--- config.mk ---
export PLATFORM = sky130hd
export DESIGN_NAME = reg_wen_sequencer
export DESIGN_NICKNAME = d
export VERILOG_FILES = /design/src/rtl/reg_wen_sequencer.sv
export SDC_FILE = /design/constraint.sdc
export NUM_CORES = 1
export LEC_CHECK = 0
export ABC_AREA = 1
export BUFFER_PORTS_ARGS = -buffer_cell sky130_fd_sc_hd__buf_4
export CAP_MARGIN = 20
export CORE_MARGIN = 2
export CORE_UTILIZATION = 56
export DETAILED_ROUTE_END_ITERATION = 16
export PLACE_DENSITY = 0.91
export SLEW_MARGIN = 40
export SYNTH_ARGS = -nofsm -noshare
export SYNTH_HDL_FRONTEND = slang
export SYNTH_SLANG_ARGS = --single-unit
--- constraint.sdc ---
create_clock -name Clock -period 1.9 [get_ports Clock]
set_input_delay 0.57 -clock Clock [delete_from_list [all_inputs] [get_ports Clock]]
set_output_delay 0.57 -clock Clock [all_outputs]
set_load 0.01 [all_outputs]
--- src/rtl/reg_wen_sequencer.sv ---
// Register write-enable sequencer: one-hot/broadcast decode from two index sources plus a range sweep.
// Optional Hold input (freeze) is compiled in when RDEC_HOLD_EN is defined.
module reg_wen_sequencer #(
    parameter int NUM_REGS   = 19,
    parameter int SEL_W      = 5,
    parameter int BCAST_CODE = 31
) (
    input  logic                Clock,
    input  logic                Reset_n,
    input  logic [1:0]          Src_sel,
    input  logic [SEL_W-1:0]    Idx_a,
    input  logic [SEL_W-1:0]    Idx_b,
    input  logic [SEL_W-1:0]    Sweep_first,
    input  logic [SEL_W-1:0]    Sweep_last,
    input  logic                Abort,
`ifdef RDEC_HOLD_EN
    input  logic                Hold,
`endif
    output logic                Ready,
    output logic [NUM_REGS-1:0] Enable_out,
    output logic                Done,
    output logic                Err
);

    localparam logic [SEL_W-1:0] NREG_L  = SEL_W'(NUM_REGS);
    localparam logic [SEL_W-1:0] BCAST_L = SEL_W'(BCAST_CODE);

    typedef enum logic {IDLE, SWEEP} state_t;

    state_t              state_q, state_d;
    logic [SEL_W-1:0]    cnt_q, cnt_d;
    logic [SEL_W-1:0]    last_q, last_d;
    logic [NUM_REGS-1:0] en_q, en_d;
    logic                done_q, done_d;
    logic                err_q, err_d;
    logic                hold;

`ifdef RDEC_HOLD_EN
    assign hold = Hold;
`else
    assign hold = 1'b0;
`endif

    function automatic logic [NUM_REGS-1:0] onehot(input logic [SEL_W-1:0] idx);
        logic [NUM_REGS-1:0] r;
        for (int k = 0; k < NUM_REGS; k++) begin
            r[k] = (idx == SEL_W'(k + 1));
        end
        return r;
    endfunction

    function automatic logic in_range(input logic [SEL_W-1:0] idx);
        return (idx != '0) && (idx <= NREG_L);
    endfunction

    // Index 0 is a legal "no destination"; anything else outside the bank and not broadcast is an error.
    function automatic logic [NUM_REGS:0] decode(input logic [SEL_W-1:0] idx);
        logic [NUM_REGS:0] r;
        r = '0;
        if (idx == BCAST_L) begin
            r[NUM_REGS-1:0] = '1;
        end else if (in_range(idx)) begin
            r[NUM_REGS-1:0] = onehot(idx);
        end else if (idx != '0) begin
            r[NUM_REGS] = 1'b1;
        end
        return r;
    endfunction

    always_comb begin
        logic [NUM_REGS:0] dec;
        state_d = state_q;
        cnt_d   = cnt_q;
        last_d  = last_q;
        en_d    = '0;
        done_d  = 1'b0;
        err_d   = 1'b0;
        dec     = '0;
        if (Abort) begin
            state_d = IDLE;
            cnt_d   = '0;
        end else if (!hold) begin
            case (state_q)
                IDLE: begin
                    case (Src_sel)
                        2'd1: dec = decode(Idx_a);
                        2'd2: dec = decode(Idx_b);
                        2'd3: begin
                            if (in_range(Sweep_first) && in_range(Sweep_last) &&
                                (Sweep_first <= Sweep_last)) begin
                                state_d = SWEEP;
                                cnt_d   = Sweep_first;
                                last_d  = Sweep_last;
                            end else begin
                                err_d = 1'b1;
                            end
                        end
                        default: dec = '0;
                    endcase
                    if (Src_sel == 2'd1 || Src_sel == 2'd2) begin
                        en_d  = dec[NUM_REGS-1:0];
                        err_d = dec[NUM_REGS];
                    end
                end
                SWEEP: begin
                    en_d = onehot(cnt_q);
                    // Range was validated on entry, so cnt never steps past last and cannot wrap.
                    if (cnt_q == last_q) begin
                        done_d  = 1'b1;
                        state_d = IDLE;
                    end else begin
                        cnt_d = cnt_q + 1'b1;
                    end
                end
                default: state_d = IDLE;
            endcase
        end
    end

    always_ff @(posedge Clock or negedge Reset_n) begin
        if (!Reset_n) begin
            state_q <= IDLE;
            cnt_q   <= '0;
            last_q  <= '0;
            en_q    <= '0;
            done_q  <= 1'b0;
            err_q   <= 1'b0;
        end else begin
            state_q <= state_d;
            cnt_q   <= cnt_d;
            last_q  <= last_d;
            en_q    <= en_d;
            done_q  <= done_d;
            err_q   <= err_d;
        end
    end

    assign Ready      = (state_q == IDLE) && !hold;
    assign Enable_out = en_q;
    assign Done       = done_q;
    assign Err        = err_q;

endmodule

==> flow_summary.yaml, run 1 <==
timing:
  slew-limit-headroom: 0.693
  final-setup-viol-count: 0
  hold_violations: 0
  finClkSkew_ns: 0.00266
  maxSlewViolCount: 0
  fmax_mhz: 579
  setup_tns_ns: 0
  rsz0062_at_grt: "no"
  worstMarginPinSlew_ns: 0.457
  min_period_ns: 1.73
  fin_crit_sh: 0.909
  timing.hold.ws_ns: 0.213
layout:
  final_area_sq_um: 2900
  regArea_sq_um: 801
  antenna_cells: 0
  stdcell_count: 465
  fin_nets: 452
  area_growth_syn_to_layout_pct: 20.3
  final_layout_size_suffix_gt1_frac: 0.171
  nFillCells: 353
  multiInputGateArea_sq_um: 1350
yosys:
  synthSimpleGateAreaFrac: 0.329
  ys.warnings.count: 0
  synth-seq-cells: 32
  yosys-top-cells-area: "dfrtp_1 33%, nand2_1 18%, o21ai_0 9.1%"
  synth_top_area_cell: "dfrtp_1"
  synth_top_family_by_area: "simple AND/OR/NAND/NOR gates"
  synth_most_common_cell: "nand2_1"
  synth_cell_types: 26
  synth_adder_area_share: 0.0675
  synth-seq-area-share: 0.332
  synth_common_cells: "118 x nand2_1, 54 x inv_1, 44 x o21ai_0"
  netlist.area_leader.share: 0.332
  synthCells: 362
  async_flop_share: 1.00
  syn_nets: 400
  muxShareOfSynthArea: 0
  synth_edf_count: 0
  syn-cell-area_sq_um: 2410
  synth_flop_cell: "dfrtp_1"
  synth-xor-area-share: 0.00364
  synth_compound_area_frac: 0.159
  avgSynthCellArea_sq_um: 6.65
critical_path:
  path_cells: "buf_4 -> ha_1 -> nand2_1 -> nor2_1 -> nand2_1 -> nand3_1 -> nand2_1 -> nand2_1 -> nand2_1 -> nand2_4 -> nand2_1 -> nand2_1"
  r2r_cells: 7
  startpoint_type: "primary input"
  slowest_stage: "ha_1"
  cp.required_ns: 2.11
  end_kind: "flip-flop"
  path_buf_inv: 1
  arrival_ns: 1.94
  r2r-start: "cnt_q[0]$_DFFE_PN0P_"
  critical_path_class: "in2reg"
  cp_top_family: "simple AND/OR/NAND/NOR gates"
  regToRegEndpoint: "cnt_q[4]$_DFFE_PN0P_"
  startpoint: "Sweep_first[4]"
  r2r_slack_ns: 0.28
  crit_end: "cnt_q[0]$_DFFE_PN0P_"
  critical_path_depth: 12
  cp_max_fo: 6
  path_common_cell: "nand2_1"
  critical-path-max-stage-delay_ns: 0.29
power:
  p_leak_nw: 1.59
  intPower_mw: 1.20
  power_mw: 1.76
  powerDensity_nw_per_um2: 607
  peakVddDrop_v: 0.000269
  combPwrFrac: 0.252
  p_sw_frac: 0.320
  p_seq_frac: 0.453
  p_sw_uw: 564
  clockPowerShare: 0.295
cts:
  cts.sinks: 32
  cts.reportedPaths.clkPinSlew_ns: 0.06
  postCtsSetupRepairBufs: 0
  max-clock-path-buffers: 2
  cts_tree: "built"
  ctsResizeCount: 0
  insertion_delay_ns: 0.28
  cts_root_buf: "clkbuf_8"
  cts_max_level: 2
  cts_inserted_buffers: 5
  cts_hold_buf: 0
placed_design:
  place_area_sq_um: 2810
  dp_hpwl_um: 4880
  dp.cells: 457
  io_buffers: 46
  gp_congestion: 0.944
job:
  maxCapViolations: 0
global_routing:
  grt_pass1_wl_um: 10100
  grt_max_degree: 33
  antenna_found_initial: 0
  grt_pass1_vias: 2195
  overflow: 0
  grt_usage: 0.259
floorplanning:
  die_y_um: 69.6
  die_area_sq_um: 4840
  num_io_pins: 47
  num_rows: 23
  die_w_um: 69.6
  core_sq_um: 4060
  initial_core_util: 0.594
drt:
  wl_met2_um: 2730
  routed_via_density: 5.31
  num_vias: 2471
  top_layer: "met4"
  routedWlPerCell_um: 13.0
  routed-wl-met3_um: 404
  drc: 0
  wirelength_um: 6050
  postRouteAntennaNets: 0
  firstDrtPassIters: 7
  drt_iter0_drc: 252
  met1Wirelength_um: 2860
hold_path:
  hold_class: "in2async"
status:
  status: "finished, final reports clean"
-- power groups by stage --
stage               Sequential, mW  Clock (mW)  Combinational [mW]
floorplan                    0.787           0               0.300
global placement             0.805           0               0.420
detailed placement           0.807           0               0.435
CTS                          0.796       0.529               0.441
global route                 0.803       0.561               0.503
finish                       0.797       0.519               0.444
-- layer usage --
metal / track usage / up-vias
met5: 0 / -
met4: 0.0588 / 0
met3: 0.0407 / 7
met2: 0.412 / 89
met1: 0.372 / 1120
li1: - / 1255
-- how the worst min path moves through the flow --
stage | start | endpoint | slack, ns
2_1_floorplan | Reset_n | Done$_DFF_PN0_ | 0.27
3_3_place_gp | last_q[0]$_DFFE_PN0P_ | last_q[0]$_DFFE_PN0P_ | 0.49
3_5_place_dp | last_q[3]$_DFFE_PN0P_ | last_q[3]$_DFFE_PN0P_ | 0.49
4_1_cts | Reset_n | Enable_out[7]$_DFF_PN0_ | 0.23
5_1_grt | Reset_n | Enable_out[12]$_DFF_PN0_ | 0.24
6_report | Reset_n | Enable_out[7]$_DFF_PN0_ | 0.21
-- per-stage QoR --
stage | worst slack (ns) | utilization
after global placement | -0.00656 | 0.692
after detailed placement | -0.0968 | 0.692
after global routing | 0.0334 | 0.714
after CTS | 0.184 | 0.714
after floorplan | 0.178 | -
final | 0.173 | 0.714
-- layout make-up --
cell class | count | share of cell area
inverter | 55 | 0.0712
clock buffer | 8 | 0.0311
timing repair buffer | 52 | 0.135
tap | 50 | 0.0216
sequential | 32 | 0.276
multi-input combinational | 268 | 0.465
-- registers in the layout, summed over array words and instances, names as in the netlist --
register and count:
state_q 1, Enable_out 19, cnt_q 5, last_q 5
Err 1, Done 1
-- logic make-up (layout without fill, tap and decap cells) --
logic type | Yosys count | count (layout)
simple gates | 186 | 186
compound gates | 68 | 68
buf+inv | 62 | 115
flops | 32 | 32
fa+ha+maj | 13 | 13
xor+xnor | 1 | 1
-- placed cells by master, fill, tap and decap left out, types with 3 or more instances in the layout --
cell type and n:
o21ai_2 3, nor2_1 33, nand2_1 118, o21ai_0 44, a21oi_1 9, buf_4 52, ha_1 13, nand3_1 16
a22o_1 4, dfrtp_1 32, clkbuf_8 6, nor3_1 6, inv_1 54, nand4_1 4, nor2_4 5, o22ai_1 4
(Power assumes the default switching activity.)
==> inputs of run 2 (changes only) <==
CELL_PAD_IN_SITES_DETAIL_PLACEMENT = 0   (was not set)
CELL_PAD_IN_SITES_GLOBAL_PLACEMENT = 1   (was not set)
CORE_UTILIZATION = 39   (was 56)
PLACE_DENSITY = 0.9   (was 0.91)
==> flow_summary.yaml, run 2 (synthesized netlist as in run 1, its figures left out) <==
cts:
  insertion_delay_ns: 0.28
  cts_root_buf: "clkbuf_8"
  cts_tree: "built"
  cts_max_level: 2
  postCtsSetupRepairBufs: 0
  max-clock-path-buffers: 2
  cts_hold_buf: 0
  cts_inserted_buffers: 5
  cts.sinks: 32
  ctsResizeCount: 0
  cts.reportedPaths.clkPinSlew_ns: 0.07
job:
  maxCapViolations: 0
timing:
  final-setup-viol-count: 0
  fin_crit_sh: 0.895
  finalWorstSetupSlack_ns: 0.199
  min_period_ns: 1.70
  rsz0062_at_grt: "no"
  finClkSkew_ns: 0.0115
  slew-limit-headroom: 0.721
  fmax_mhz: 588
  hold_violations: 0
  timing.hold.ws_ns: 0.211
  maxSlewViolCount: 0
  worstMarginPinSlew_ns: 0.415
floorplanning:
  initial_core_util: 0.404
  num_rows: 28
  core_sq_um: 5960
  num_io_pins: 47
  die_w_um: 82.6
  die_y_um: 82.6
  die_area_sq_um: 6820
layout:
  mostFrequentLayoutCells: "118 x nand2_1, 58 x buf_4, 54 x inv_1, 44 x o21ai_0, 33 x nor2_1"
  final_common_cell: "nand2_1"
  final_layout_size_suffix_gt1_frac: 0.183
  antenna_cells: 0
  largest_reg_flops: 19
  area_growth_syn_to_layout_pct: 23.5
  fin_nets: 458
  fin_util: 0.499
global_routing:
  grt_pass1_wl_um: 10500
  antenna_found_initial: 0
  grt_max_degree: 33
  grt_usage: 0.202
  overflow: 0
  grt_pass1_vias: 2319
drt:
  routedWlPerCell_um: 12.5
  drt_iter0_drc: 167
  routed_via_density: 4.93
  wirelength_um: 6200
  postRouteAntennaNets: 0
  num_vias: 2447
  drc: 0
  firstDrtPassIters: 4
critical_path:
  end_kind: "flip-flop"
  cp_max_fo: 6
  r2r_slack_ns: 0.34
  regToRegEndpoint: "cnt_q[4]$_DFFE_PN0P_"
  cp.required_ns: 2.12
  startpoint_type: "primary input"
  r2r-start: "cnt_q[0]$_DFFE_PN0P_"
  r2r_cells: 7
  critical_path_class: "in2reg"
  arrival_ns: 1.92
power:
  p_leak_nw: 1.62
  peakVddDrop_v: 0.000358
  powerDensity_nw_per_um2: 598
placed_design:
  io_buffers: 46
  post-place-ws_ns: -0.0718
  dp_hpwl_um: 5150
  gp_congestion: 0.910
status:
  status: "finished, final reports clean"
hold_path:
  hold_class: "in2async"
## run 2: metal layers
layer,part of all wire,GRT usage,up-vias
li1,-,-,1272
met1,0.49,0.285,1087
met2,0.43,0.315,79
met3,0.060,0.0359,9
met4,0.022,0.0590,0
met5,0,0,-
## run 2: metrics by stage
step	cell area, sq um	instances	power (mW)	setup TNS, ns
global route	2970	496	1.90	0
floorplan	2410	362	1.09	0
finish	2970	496	1.78	0
global placement	2880	488	1.25	-0.0644
detailed placement	2880	488	1.25	-0.288
CTS	2970	496	1.79	0
## run 2: cell type report
type / count / area [sq um]
tap: 75 / 93.8
inverter: 55 / 206
timing repair buffer: 58 / 435
clock buffer: 8 / 90.1
multi-input combinational: 268 / 1350
fill: 638 / 2980
sequential: 32 / 801
## run 2: how the worst max path moves through the flow
stage	start	endpoint	slack, ns	cells after the start
2_1_floorplan	Sweep_last[4]	cnt_q[0]$_DFFE_PN0P_	0.18	11
3_3_place_gp	Sweep_last[4]	cnt_q[0]$_DFFE_PN0P_	-0.02	13
3_5_place_dp	Sweep_last[3]	cnt_q[4]$_DFFE_PN0P_	-0.07	12
4_1_cts	Sweep_last[3]	cnt_q[4]$_DFFE_PN0P_	0.21	13
5_1_grt	Sweep_last[4]	cnt_q[0]$_DFFE_PN0P_	0.03	13
6_report	Sweep_last[3]	cnt_q[4]$_DFFE_PN0P_	0.20	13
## run 2: where the power goes
| part | leakage [nW] | total [mW] | switching (mW) | internal [mW] |
|---|---|---|---|---|
| registers | 0.435 | 0.797 | 0.0618 | 0.735 |
| clock network | 0.0455 | 0.537 | 0.241 | 0.295 |
| logic | 1.14 | 0.444 | 0.270 | 0.174 |
| total | 1.62 | 1.78 | 0.573 | 1.20 |
## run 2: critical path: stages
cell and delay, ns:
buf_4 0.08, inv_1 0.04, ha_1 0.27, nand2_1 0.06, nor2_1 0.15, nand2_1 0.08
nand3_1 0.07, nand2_1 0.08, nand2_1 0.09, nand2_1 0.17, nand2_4 0.14, nand2_1 0.06
nand2_1 0.06
